### config.mk
export PLATFORM = sky130hd
export DESIGN_NAME = l8_tx_arbiter_flat
export DESIGN_NICKNAME = d
export VERILOG_FILES = /design/src/rtl/l8_tx_arbiter_pkg.sv /design/src/rtl/l8_tx_arbiter_if.sv /design/src/rtl/l8_tx_arbiter_rr_pick.sv /design/src/rtl/l8_tx_arbiter.sv /design/src/flat_wrapper.sv
export SDC_FILE = /design/constraint.sdc
export NUM_CORES = 1
export LEC_CHECK = 0
export CELL_PAD_IN_SITES_DETAIL_PLACEMENT = 1
export CELL_PAD_IN_SITES_GLOBAL_PLACEMENT = 1
export CORE_MARGIN = 1.5
export CORE_UTILIZATION = 27
export CTS_BUF_LIST = sky130_fd_sc_hd__clkbuf_4 sky130_fd_sc_hd__clkbuf_8
export CTS_CLUSTER_DIAMETER = 40
export CTS_CLUSTER_SIZE = 14
export DETAILED_ROUTE_END_ITERATION = 10
export PLACE_DENSITY = 0.82
export SLEW_MARGIN = 30
export SYNTH_ARGS = -nofsm -noshare
export SYNTH_HDL_FRONTEND = slang
export SYNTH_SLANG_ARGS = --single-unit
### constraint.sdc
create_clock -name clk -period 2 [get_ports clk]
set_input_delay 0.3 -clock clk [delete_from_list [all_inputs] [get_ports clk]]
set_output_delay 0.3 -clock clk [all_outputs]
set_load 0.05 [all_outputs]
### src/rtl/l8_tx_arbiter_pkg.sv
// Shared l8 stream widths, arbiter state encoding and pointer helper.
package l8_tx_arbiter_pkg;

    localparam int L8_DATA_W  = 64;
    localparam int L8_EMPTY_W = 3;
    localparam int MAX_IN     = 8;
    localparam int PTR_W      = 3;

    typedef enum logic {
        ST_IDLE = 1'b0,
        ST_BUSY = 1'b1
    } arb_state_t;

    // Round-robin pointer advance, wrapping at the number of active ports.
    function automatic logic [PTR_W-1:0] ptr_wrap_inc(input logic [PTR_W-1:0] idx,
                                                      input int num);
        if (int'(idx) + 1 >= num) begin
            return '0;
        end
        return idx + 1'b1;
    endfunction

endpackage

### src/rtl/l8_tx_arbiter_if.sv
// Bundle of the NUM_IN requester streams and the single muxed stream to the MAC.
interface l8_tx_arbiter_if #(
    parameter int NUM_IN = 2
);
    import l8_tx_arbiter_pkg::*;

    logic [L8_DATA_W*NUM_IN-1:0]  in_data;
    logic [NUM_IN-1:0]            in_startofpacket;
    logic [NUM_IN-1:0]            in_endofpacket;
    logic [L8_EMPTY_W*NUM_IN-1:0] in_empty;
    logic [NUM_IN-1:0]            in_valid;
    logic [NUM_IN-1:0]            in_ready;

    logic [L8_DATA_W-1:0]         out_data;
    logic                         out_startofpacket;
    logic                         out_endofpacket;
    logic [L8_EMPTY_W-1:0]        out_empty;
    logic                         out_valid;
    logic                         out_ready;

    // Arbiter side
    modport slave (
        input  in_data, in_startofpacket, in_endofpacket, in_empty, in_valid,
        output in_ready,
        output out_data, out_startofpacket, out_endofpacket, out_empty, out_valid,
        input  out_ready
    );

    // Requester/MAC side
    modport master (
        output in_data, in_startofpacket, in_endofpacket, in_empty, in_valid,
        input  in_ready,
        input  out_data, out_startofpacket, out_endofpacket, out_empty, out_valid,
        output out_ready
    );

endinterface

### src/rtl/l8_tx_arbiter_rr_pick.sv
// Combinational round-robin picker: first requester at or after ptr, wrapping.
module l8_tx_arbiter_rr_pick
    import l8_tx_arbiter_pkg::*;
#(
    parameter int NUM_IN = 2
) (
    input  logic [NUM_IN-1:0] req,
    input  logic [PTR_W-1:0]  ptr,
    output logic [NUM_IN-1:0] gnt
);

    logic [NUM_IN-1:0] masked;
    logic [NUM_IN-1:0] pick_src;
    logic              found;

    // Requests at or above ptr win first; otherwise wrap to the lowest request.
    always_comb begin
        masked   = '0;
        gnt      = '0;
        found    = 1'b0;
        for (int j = 0; j < NUM_IN; j++) begin
            masked[j] = req[j] && (PTR_W'(j) >= ptr);
        end
        pick_src = (|masked) ? masked : req;
        for (int j = 0; j < NUM_IN; j++) begin
            if (pick_src[j] && !found) begin
                gnt[j] = 1'b1;
                found  = 1'b1;
            end
        end
    end

endmodule

### src/rtl/l8_tx_arbiter.sv
// Packet-atomic round-robin arbiter merging NUM_IN l8 streams onto one MAC TX stream.
// Stray non-SOP beats seen while idle are swallowed and counted.
module l8_tx_arbiter
    import l8_tx_arbiter_pkg::*;
#(
    parameter int NUM_IN = 2,
    parameter int CNT_W  = 16
) (
    input  logic              clk,
    input  logic              rst,
    l8_tx_arbiter_if.slave    bus,
    output logic [NUM_IN-1:0] grant,
    output logic [CNT_W-1:0]  drop_cnt
);

    // state   | meaning
    // ST_IDLE | no owner; drop stray beats, pick next SOP requester
    // ST_BUSY | grant_q owns the stream until its EOP beat is accepted

    arb_state_t             state_q, state_d;
    logic [NUM_IN-1:0]      grant_q, grant_d;
    logic [PTR_W-1:0]       rr_ptr_q, rr_ptr_d;
    logic [NUM_IN-1:0]      cand, stray, pick;
    logic [PTR_W-1:0]       owner_idx;
    logic                   acceptable, beat_acc;

    logic [L8_DATA_W-1:0]   sel_data;
    logic                   sel_sop, sel_eop, sel_valid;
    logic [L8_EMPTY_W-1:0]  sel_empty;

    logic [L8_DATA_W-1:0]   out_data_q;
    logic                   out_sop_q, out_eop_q, out_valid_q;
    logic [L8_EMPTY_W-1:0]  out_empty_q;
    logic [CNT_W-1:0]       drop_q;

    assign acceptable = ~out_valid_q | bus.out_ready;
    assign cand       = bus.in_valid & bus.in_startofpacket;
    assign stray      = bus.in_valid & ~bus.in_startofpacket;

    l8_tx_arbiter_rr_pick #(
        .NUM_IN (NUM_IN)
    ) u_rr_pick (
        .req (cand),
        .ptr (rr_ptr_q),
        .gnt (pick)
    );

    always_comb begin
        sel_data  = '0;
        sel_sop   = 1'b0;
        sel_eop   = 1'b0;
        sel_valid = 1'b0;
        sel_empty = '0;
        owner_idx = '0;
        for (int j = 0; j < NUM_IN; j++) begin
            if (grant_q[j]) begin
                sel_data  = bus.in_data[L8_DATA_W*j +: L8_DATA_W];
                sel_sop   = bus.in_startofpacket[j];
                sel_eop   = bus.in_endofpacket[j];
                sel_valid = bus.in_valid[j];
                sel_empty = bus.in_empty[L8_EMPTY_W*j +: L8_EMPTY_W];
                owner_idx = PTR_W'(j);
            end
        end
    end

    assign beat_acc = (state_q == ST_BUSY) & sel_valid & acceptable;

    always_ff @(posedge clk) begin
        if (rst) begin
            state_q  <= ST_IDLE;
            grant_q  <= '0;
            rr_ptr_q <= '0;
        end else begin
            state_q  <= state_d;
            grant_q  <= grant_d;
            rr_ptr_q <= rr_ptr_d;
        end
    end

    always_comb begin
        state_d      = state_q;
        grant_d      = grant_q;
        rr_ptr_d     = rr_ptr_q;
        bus.in_ready = '0;
        case (state_q)
            ST_IDLE: begin
                bus.in_ready = stray;
                if (|cand) begin
                    state_d = ST_BUSY;
                    grant_d = pick;
                end
            end
            ST_BUSY: begin
                bus.in_ready = grant_q & {NUM_IN{acceptable}};
                if (beat_acc && sel_eop) begin
                    state_d  = ST_IDLE;
                    grant_d  = '0;
                    rr_ptr_d = ptr_wrap_inc(owner_idx, NUM_IN);
                end
            end
            default: begin
                state_d = ST_IDLE;
                grant_d = '0;
            end
        endcase
        // Nothing may be consumed while reset is asserted.
        if (rst) begin
            bus.in_ready = '0;
        end
    end

    always_ff @(posedge clk) begin
        if (rst) begin
            out_data_q  <= '0;
            out_sop_q   <= 1'b0;
            out_eop_q   <= 1'b0;
            out_empty_q <= '0;
            out_valid_q <= 1'b0;
        end else if (beat_acc) begin
            out_data_q  <= sel_data;
            out_sop_q   <= sel_sop;
            out_eop_q   <= sel_eop;
            out_empty_q <= sel_empty;
            out_valid_q <= 1'b1;
        end else if (bus.out_ready) begin
            out_valid_q <= 1'b0;
        end
    end

    always_ff @(posedge clk) begin
        if (rst) begin
            drop_q <= '0;
        end else if ((state_q == ST_IDLE) && (|stray) && (drop_q != '1)) begin
            drop_q <= drop_q + 1'b1;
        end
    end

    assign bus.out_data          = out_data_q;
    assign bus.out_startofpacket = out_sop_q;
    assign bus.out_endofpacket   = out_eop_q;
    assign bus.out_empty         = out_empty_q;
    assign bus.out_valid         = out_valid_q;
    assign grant                 = grant_q;
    assign drop_cnt              = drop_q;

endmodule

### src/flat_wrapper.sv
// flat-port wrapper written by rule: the top's interface ports become plain ports
module l8_tx_arbiter_flat import l8_tx_arbiter_pkg::*;
#(
    parameter int NUM_IN = 2,
    parameter int CNT_W  = 16
)
  (clk, rst, grant, drop_cnt, bus_in_data, bus_in_startofpacket, bus_in_endofpacket, bus_in_empty, bus_in_valid, bus_in_ready, bus_out_data, bus_out_startofpacket, bus_out_endofpacket, bus_out_empty, bus_out_valid, bus_out_ready);
  l8_tx_arbiter_if #(.NUM_IN(NUM_IN)) bus_i ();
  input  logic clk;
  input  logic rst;
  output logic [NUM_IN-1:0] grant;
  output logic [CNT_W-1:0] drop_cnt;
  input wire logic [$bits(bus_i.in_data)-1:0] bus_in_data;
  input wire logic [$bits(bus_i.in_startofpacket)-1:0] bus_in_startofpacket;
  input wire logic [$bits(bus_i.in_endofpacket)-1:0] bus_in_endofpacket;
  input wire logic [$bits(bus_i.in_empty)-1:0] bus_in_empty;
  input wire logic [$bits(bus_i.in_valid)-1:0] bus_in_valid;
  output wire logic [$bits(bus_i.in_ready)-1:0] bus_in_ready;
  output wire logic [$bits(bus_i.out_data)-1:0] bus_out_data;
  output wire logic [$bits(bus_i.out_startofpacket)-1:0] bus_out_startofpacket;
  output wire logic [$bits(bus_i.out_endofpacket)-1:0] bus_out_endofpacket;
  output wire logic [$bits(bus_i.out_empty)-1:0] bus_out_empty;
  output wire logic [$bits(bus_i.out_valid)-1:0] bus_out_valid;
  input wire logic [$bits(bus_i.out_ready)-1:0] bus_out_ready;
  assign bus_i.in_data = bus_in_data;
  assign bus_i.in_startofpacket = bus_in_startofpacket;
  assign bus_i.in_endofpacket = bus_in_endofpacket;
  assign bus_i.in_empty = bus_in_empty;
  assign bus_i.in_valid = bus_in_valid;
  assign bus_in_ready = bus_i.in_ready;
  assign bus_out_data = bus_i.out_data;
  assign bus_out_startofpacket = bus_i.out_startofpacket;
  assign bus_out_endofpacket = bus_i.out_endofpacket;
  assign bus_out_empty = bus_i.out_empty;
  assign bus_out_valid = bus_i.out_valid;
  assign bus_i.out_ready = bus_out_ready;
  l8_tx_arbiter #(.NUM_IN(NUM_IN), .CNT_W(CNT_W)) u_core (.clk(clk), .rst(rst), .bus(bus_i), .grant(grant), .drop_cnt(drop_cnt));
endmodule
======== Word level (Yosys, flattened, before mapping) ========
Cells that the tools add are included.
storage, ports and cells
  register bits ........................... 92
  output and inout port bits .............. 90
  word-level logic and storage cells ...... 69
cells by class
  bitwise operators ....................... 9
  add/subtract/negate cells ............... 3
  equal/unequal tests ..................... 3
  reductions and logical operators ........ 13
  mux-type cells .......................... 29
  $lt $le $gt $ge ......................... 3
operators by type and width
  kind                                                                                   count
  64-bit 2-to-1 mux                                                                      2
  32-bit by 3-bit greater-or-equal comparator with 1-bit output (second input constant)  1
  16-bit by 1-bit adder with 16-bit output (second input constant)                       1
  1-bit 2-to-1 mux                                                                       16
  16-bit != test (second input constant)                                                 1
  3-bit 2-to-1 mux                                                                       4
  2-bit 2-to-1 mux                                                                       4
  2-bit case mux with 2 select lines                                                     2
  2-bit bitwise AND                                                                      3
  1-bit by 3-bit greater-or-equal comparator with 1-bit output (first input constant)    2
  1-bit logical AND                                                                      6
  2-bit OR reduction                                                                     3
  1-bit by 1-bit adder with 2-bit output (second input constant)                         2
  2-bit AND reduction                                                                    2
  1-bit bitwise AND                                                                      2
  2-bit by 1-bit != test with 1-bit output (second input constant)                       1
  2-bit != test (second input constant)                                                  1
  1-bit inverter                                                                         2
  2-bit inverter                                                                         1
  1-bit case mux with 2 select lines                                                     1
  2-bit nonzero test                                                                     1
  1-bit zero test                                                                        1
  1-bit bitwise OR                                                                       1

======== Depth between registers and ports, before layout ========
Gate-level depths: netlist of the first run.
  depth after elaboration ................. 10
  gate-level depth with buffers ........... 7
  mapped depth without buffers ............ 5

======== Modules after synthesis ========
A second synthesis of the first run with hierarchy kept.
second synthesis, totals
  cells, all modules ...................... 460
  area total of the unflattened synthesis .. 3990.1 µm²
modules (own cells, without submodules)
  module                 area an instance (µm²)  cells each  instances
  l8_tx_arbiter          3961.3                  456         1
  l8_tx_arbiter_rr_pick  28.8                    4           1

======== Least setup slack after synthesis of the first run ========
No wires, ideal clock.
  path kind ............................... reg-to-output
  start ................................... register u_core.grant_q[1] (netlist: u_core.grant[1])
  end ..................................... output port bus_in_ready[1]
  slack ................................... -0.292 ns
  data required time ...................... 1.700 ns
  arrival ................................. 1.992 ns
  path buffers ............................ 2
  stages on the path, launching flop included .. 5
  cell sequence ........................... dfxtp_1 clkbuf_1 clkbuf_1 a31oi_1 nor2_1
on the way
  word-level cells in the longest chain between the ends .. 3
ends and longest elaborated chain
  what                                line                  source
  start, declared                     l8_tx_arbiter.sv:21   logic [NUM_IN-1:0] grant_q, grant_d;
  start signal, assigned              l8_tx_arbiter.sv:76   grant_q <= grant_d;
  2-bit bitwise AND                   l8_tx_arbiter.sv:95   bus.in_ready = grant_q & {NUM_IN{acceptable}};
  2-bit case mux with 2 select lines  l8_tx_arbiter.sv:86   case (state_q)
  2-bit 2-to-1 mux                    l8_tx_arbiter.sv:108  if (rst) begin
  end, declared                       flat_wrapper.sv:18    output wire logic [$bits(bus_i.in_ready)-1:0] bus_in_ready;
No other way between the ends.

======== Worst setup path after layout of the first run ========
  start ................................... register u_core.drop_q[9] (netlist: u_core.drop_cnt[9])
  end ..................................... output port drop_cnt[9]
RTL lines
  what                    line                  source
  start, declared         l8_tx_arbiter.sv:34   logic [CNT_W-1:0] drop_q;
  start signal, assigned  l8_tx_arbiter.sv:135  drop_q <= drop_q + 1'b1;
  end, declared           flat_wrapper.sv:12    output logic [CNT_W-1:0] drop_cnt;
No word-level cell between the ends.

==> run summary, run 1 <==
Initial antenna violation count -> 1
Largest stage delay, worst path -> 0.84 ns
Pin count of the biggest net entering global routing -> 53
Kind of critical path -> flop to primary output
Crit path DAT -> 1.64 ns
Crit path capture -> drop_cnt[9]
Drt pass-1 iters -> 5
Yosys cell types -> 39
Crit share post-route -> 96.9%
Average wire per cell in the routed design -> 17.2 um
Worst slew pin tran -> 0.543 ns
Routed WL -> 14.8 mm
Slew Viols, Final -> 0
Clock root buffer master -> clkbuf_8
Final ANT Viol Nets -> 0
Max Cap Viol -> 0
Synth Warn # -> 0
Clk Latency, worst-skew pair -> 0.37 ns
Worst reg-to-reg setup slack -> 0.11 ns
Outcome -> complete, no violations
GRT Total Usage -> 19.3%
Clock Skews -> 0.0156 ns
Hold_buf cts -> 0
R2R Path End -> u_core.drop_cnt[10]
H-tree levels -> 3
Worst Setup Slack, final -> 0.0614 ns
Power Dens Cells -> 596 nW/um^2
# nets final -> 819
Die ar. -> 15500 sq um
Yosys reg bits -> 90
VDD IR max -> 0.000267 V
CP Capture Type -> primary output
CTS Buf Count -> 9
Hold WS -> 0.324 ns
Fin cells -> 863
R2R depth -> 6
Fmax -> 516 MHz
Worst-path clk slew -> 0.09 ns
Mapped Cells -> 452
Clock tree buffer depth -> 2
Synthesis-to-layout area growth -> 71.8%
Via density -> 5.22
Net Count, Synth -> 596
Most used flip-flop cell after synthesis -> dfxtp_1
WP depth -> 1
GRT Residual Overflow -> 0
Cell family with the largest share of critical-path delay -> buffers and inverters
Buffers on Ports -> 232
Antenna diodes -> 0
Final number of setup-violating endpoints -> 0
EDFF count, synth -> 0
CTS Sinks -> 90
Pleak -> 2.24 nW
# DRC -> 0
Cell area after synthesis -> 3980 sq um
Core Area -> 14500 sq um
RePlAce Congestion -> 0.772
Fraction of registers with async set/reset -> 0%
Syn Area/Cell -> 8.79 sq um
Hold Vio Cnt, Final -> 0
Initial DRC count -> 228
Overall via count from detail_route -> 4502
Cell Chain, Critical Path -> clkdlybuf4s50_1
Die height -> 124 um
RSZ-0062 raised after global routing -> no
Min Tclk post-route -> 1.94 ns
Detailed placer's ending HPWL -> 11.2 mm
Site row count -> 44
CTS tree -> built
Worst slack, placed -> -0.186 ns
Die width -> 124 um
Hold Path Class -> primary input to flop
# Post-CTS Setup Buffers -> 0
Critical path's slowest cell -> clkdlybuf4s50_1
Fin util -> 47.2%
Ratio of cells with drive above 1 in the final layout -> 9.28%
Number of global-route vias before repair -> 4826
CP Buf/Inv Count -> 1
Slew margin rel. -> 63.7%
Reg2reg start -> u_core.drop_cnt[0]
Final TNS setup -> 0 ns
Register area share after synthesis -> 45.3%
Crit path launch -> u_core.drop_cnt[9]
Global-route wire length before repair -> 24.2 mm
CP Launch Type -> flop
Worst-path fanout max -> 6
Initial Util -> 27.5%
I/O pin count -> 233
Post-Place Cells -> 848
Crit path required time -> 1.70 ns
## power by group
part,switching (mW),internal (mW),leakage [nW],total (mW)
logic,0.481,0.463,1.41,0.944
clock network,0.631,0.612,0.0967,1.24
registers,0.0401,1.85,0.733,1.89
## placed cells by master, fill, tap and decap left out, types with 3 or more instances in the layout
master           count
nand4_1              4
dfxtp_2              6
o31ai_1              9
clkbuf_8             9
clkbuf_4             3
o21ai_0              4
nand3_1              5
a211oi_1            71
clkdlybuf4s50_1    221
buf_4               25
a21oi_1             18
a31oi_1              3
buf_12               5
nor4_1               3
or4_1                9
nand2_1              8
dlymetal6s2s_1       4
nor2_1              76
dfxtp_1             82
inv_1                4
a22oi_1             68
## through the flow
| stage | total power [mW] | cell area (sq um) |
|---|---|---|
| 6_report | 4.07 | 6830 |
| 2_1_floorplan | 2.36 | 4000 |
| 3_5_place_dp | 2.88 | 6630 |
| 4_1_cts | 4.14 | 6810 |
| 5_1_grt | 4.27 | 6830 |
| 3_3_place_gp | 2.84 | 6630 |
## sequential cells by signal, summed over array words and instances (netlist names)
register and count:
u_core.drop_cnt 16, u_core.bus.out_endofpacket 1, u_core.bus.out_empty 3, u_core.bus.out_valid 1, u_core.bus.out_startofpacket 1, u_core.bus.out_data 64
u_core.rr_ptr_q 1, u_core.state_q 1, u_core.grant 2
## area by class of cell
type	instances	area [sq um]
fillers	1673	7650
repair buffers	257	2570
multi-input cells	313	2010
flip-flops and latches	90	1820
well taps	184	230
clock buffers	12	146
clock inverters	3	42.5
inverters	4	15.0
## kinds of logic (layout without fill, tap and decap cells)
logic type | Yosys count | in the layout | synth area share, %
AO/OA/AOI/OAI | 185 | 185 | 34.2
flip-flops | 90 | 90 | 45.3
buffers and inverters | 49 | 276 | 4.82
AND/OR/NAND/NOR | 125 | 125 | 14.9
adder cells (fa/ha/maj) | 1 | 1 | 0.315
multiplexers | 2 | 2 | 0.535
## synth_stat cells (4+ instances only)
library cell	number	share of area [%]
a22oi_1	68	13
or4_1	9	1.7
nand4_1	4	0.63
inv_1	4	0.38
a21oi_1	18	2.3
nand2_1	8	0.76
buf_2	6	0.76
a211oi_1	71	13
clkbuf_1	37	3.5
nand3_1	5	0.63
nor2_1	78	7.4
dfxtp_1	90	45
o21ai_0	4	0.50
o31ai_1	9	1.7
## worst min-delay path by stage
stage                               start                    endpoint  slack [ns]  cells after the start
2_1_floorplan          u_core.rr_ptr_q[0]             u_core.grant[0]        0.49                      2
4_1_cts                               rst          u_core.drop_cnt[1]        0.29                      2
6_report                              rst          u_core.drop_cnt[2]        0.32                      2
5_1_grt                               rst          u_core.drop_cnt[2]        0.32                      2
3_5_place_dp   u_core.bus.out_endofpacket  u_core.bus.out_endofpacket        0.49                      2
3_3_place_gp   u_core.bus.out_endofpacket  u_core.bus.out_endofpacket        0.48                      2
## layer usage
| layer | part of all wire, % | global-route usage (%) | up-vias |
|---|---|---|---|
| met2 | 52 | 35.9 | 171 |
| met4 | 1.7 | 6.96 | 2 |
| met1 | 39 | 20.1 | 2128 |
| li1 | - | - | 2180 |
| met3 | 7.6 | 6.19 | 21 |
| met5 | 0.088 | 0 | - |
## timing repair
action,in CTS,in global routing
resized for setup,2,6
endpoints found under the setup margin,2,5
pin swaps,0,1
Power figures use the tool's default switching activity.
==> run 2, diff against run 1 <==
--- a/config.mk
+++ b/config.mk
@@ -14,6 +14,7 @@
 export CTS_CLUSTER_SIZE = 14
 export DETAILED_ROUTE_END_ITERATION = 10
 export PLACE_DENSITY = 0.82
+export RECOVER_POWER = 100
 export SLEW_MARGIN = 30
 export SYNTH_ARGS = -nofsm -noshare
 export SYNTH_HDL_FRONTEND = slang
==> run summary, run 2 (synthesis results as in run 1) <==
Crit path launch -> bus_in_valid[1]
RSZ-0062 raised after global routing -> no
Initial Util -> 27.5%
Cell Chain, Critical Path -> dlygate4sd3_1, nand2b_4, buf_4, nor2_1, a31oi_1, nor2_4, buf_4
Min Tclk post-route -> 1.96 ns
Power Dens Cells -> 599 nW/um^2
Buffers on Ports -> 232
Top layer in use -> met5
Worst Setup Slack, final -> 0.0435 ns
CP Capture Type -> primary output
Global-route wire length before repair -> 24.2 mm
Clock tree buffer depth -> 2
Initial antenna violation count -> 1
Crit path required time -> 1.70 ns
Fmax -> 511 MHz
Drt pass-1 iters -> 5
Pin count of the biggest net entering global routing -> 53
Worst Hold Launch -> rst
Final number of setup-violating endpoints -> 0
RePlAce Congestion -> 0.772
Post-Place Cells -> 848
Die ar. -> 15500 sq um
Critical path's slowest cell -> dlygate4sd3_1
Clock Skews -> 0.0160 ns
Max Cap Viol -> 0
Synthesis-to-layout area growth -> 70.3%
Worst slack, placed -> -0.186 ns
Initial DRC count -> 248
Post-DP Area -> 6630 sq um
# DRC -> 0
Commonest non-fill, non-tap cell in the layout -> clkdlybuf4s50_1
Metal3 WL -> 1.10 mm
Die width -> 124 um
Largest stage delay, worst path -> 0.59 ns
Routed WL -> 14.8 mm
Fin cells -> 863
GRT Residual Overflow -> 0
Number of global-route vias before repair -> 4826
CTS tree -> built
Antenna diodes -> 0
Via density -> 5.20
Crit path DAT -> 1.66 ns
VDD IR max -> 0.000267 V
GRT Total Usage -> 19.3%
Crit share post-route -> 97.8%
Reg2reg start -> u_core.drop_cnt[0]
Worst-path clk slew -> 0.10 ns
Clk Latency, worst-skew pair -> 0.37 ns
H-tree levels -> 3
CP Launch Type -> primary input
Average wire per cell in the routed design -> 17.1 um
Most frequent cells in the layout -> 157 x clkdlybuf4s50_1, 83 x dfxtp_1, 76 x nor2_1
CTS Buf Count -> 9
Clock root buffer master -> clkbuf_8
Hold_buf cts -> 0
I/O pin count -> 233
Slew Viols, Final -> 0
Metal-1 WL -> 5.78 mm
Final ANT Viol Nets -> 0
Outcome -> complete, no violations
CTS Sinks -> 90
Overall via count from detail_route -> 4485
Max FFs per register -> 64
Design Area, Final -> 6770 sq um
Ratio of cells with drive above 1 in the final layout -> 8.69%
Slew margin rel. -> 56.0%
Hold Path Class -> primary input to flop
# nets final -> 819
Detailed placer's ending HPWL -> 11.2 mm
Worst-path fanout max -> 5
Final TNS setup -> 0 ns
Die height -> 124 um
Core Area -> 14500 sq um
Met2 wire length -> 7.65 mm
Fin util -> 46.8%
Site row count -> 44
Pleak -> 2.35 nW
Worst slew pin tran -> 0.662 ns
Kind of critical path -> primary input to primary output
Cell seen most often among critical-path stages -> buf_4
Hold Vio Cnt, Final -> 0
==> run 2: worst max-delay path: cells and delay by family <==
family,cells,cell delay (ns)
AOI/OAI and AO/OA,1,0.26
buffers and inverters,3,0.90
and+or+nand+nor,3,0.19
==> run 2: what timing repair did <==
item	in CTS	in global routing
setup endpoints to repair	2	5
setup buffers	0	0
pin swaps	0	1
gates resized for setup	2	6
==> run 2: final timing paths <==
kind | end | slack [ns] | cells after the start
hold reg to reg | u_core.bus.out_data[30] | 0.50 | 2
setup / recovery | bus_in_ready[1] | 0.04 | 7
hold / removal | u_core.drop_cnt[2] | 0.32 | 2
setup reg to reg | u_core.drop_cnt[14] | 0.12 | 5
==> run 2: cell type report <==
type | count | area, sq um
fillers | 1680 | 7710
inverters | 4 | 15.0
clock inverters | 3 | 42.5
clock buffers | 12 | 146
well taps | 184 | 230
repair buffers | 257 | 2510
multi-input cells | 313 | 2010
flip-flops and latches | 90 | 1820
==> run 2: through the flow <==
stage	total power [mW]	hold WS, ns
2_1_floorplan	2.36	0.486
3_3_place_gp	2.84	0.478
3_5_place_dp	2.88	0.492
5_1_grt	4.25	0.316
4_1_cts	4.14	0.291
6_report	4.05	0.323
==> run 2: power by group <==
| group | internal (mW) | switching, mW |
|---|---|---|
| Sequential | 1.85 | 0.0381 |
| Clock | 0.612 | 0.632 |
| Combinational | 0.443 | 0.481 |
==> run 2: routing by layer <==
layer  track usage [%]  up-vias
met5                 0        -
met4              6.96        2
met3              6.19       21
met2              35.9      175
met1              20.1     2110
li1                  -     2177
==> run 3, diff against run 2 <==
--- a/config.mk
+++ b/config.mk
@@ -13,6 +13,7 @@
 export CTS_CLUSTER_DIAMETER = 40
 export CTS_CLUSTER_SIZE = 14
 export DETAILED_ROUTE_END_ITERATION = 10
+export HOLD_SLACK_MARGIN = 0.05
 export PLACE_DENSITY = 0.82
 export RECOVER_POWER = 100
 export SLEW_MARGIN = 30
==> results of run 3 <==
Same layout as run 2: the final DEF is identical, and so are final timing and power.
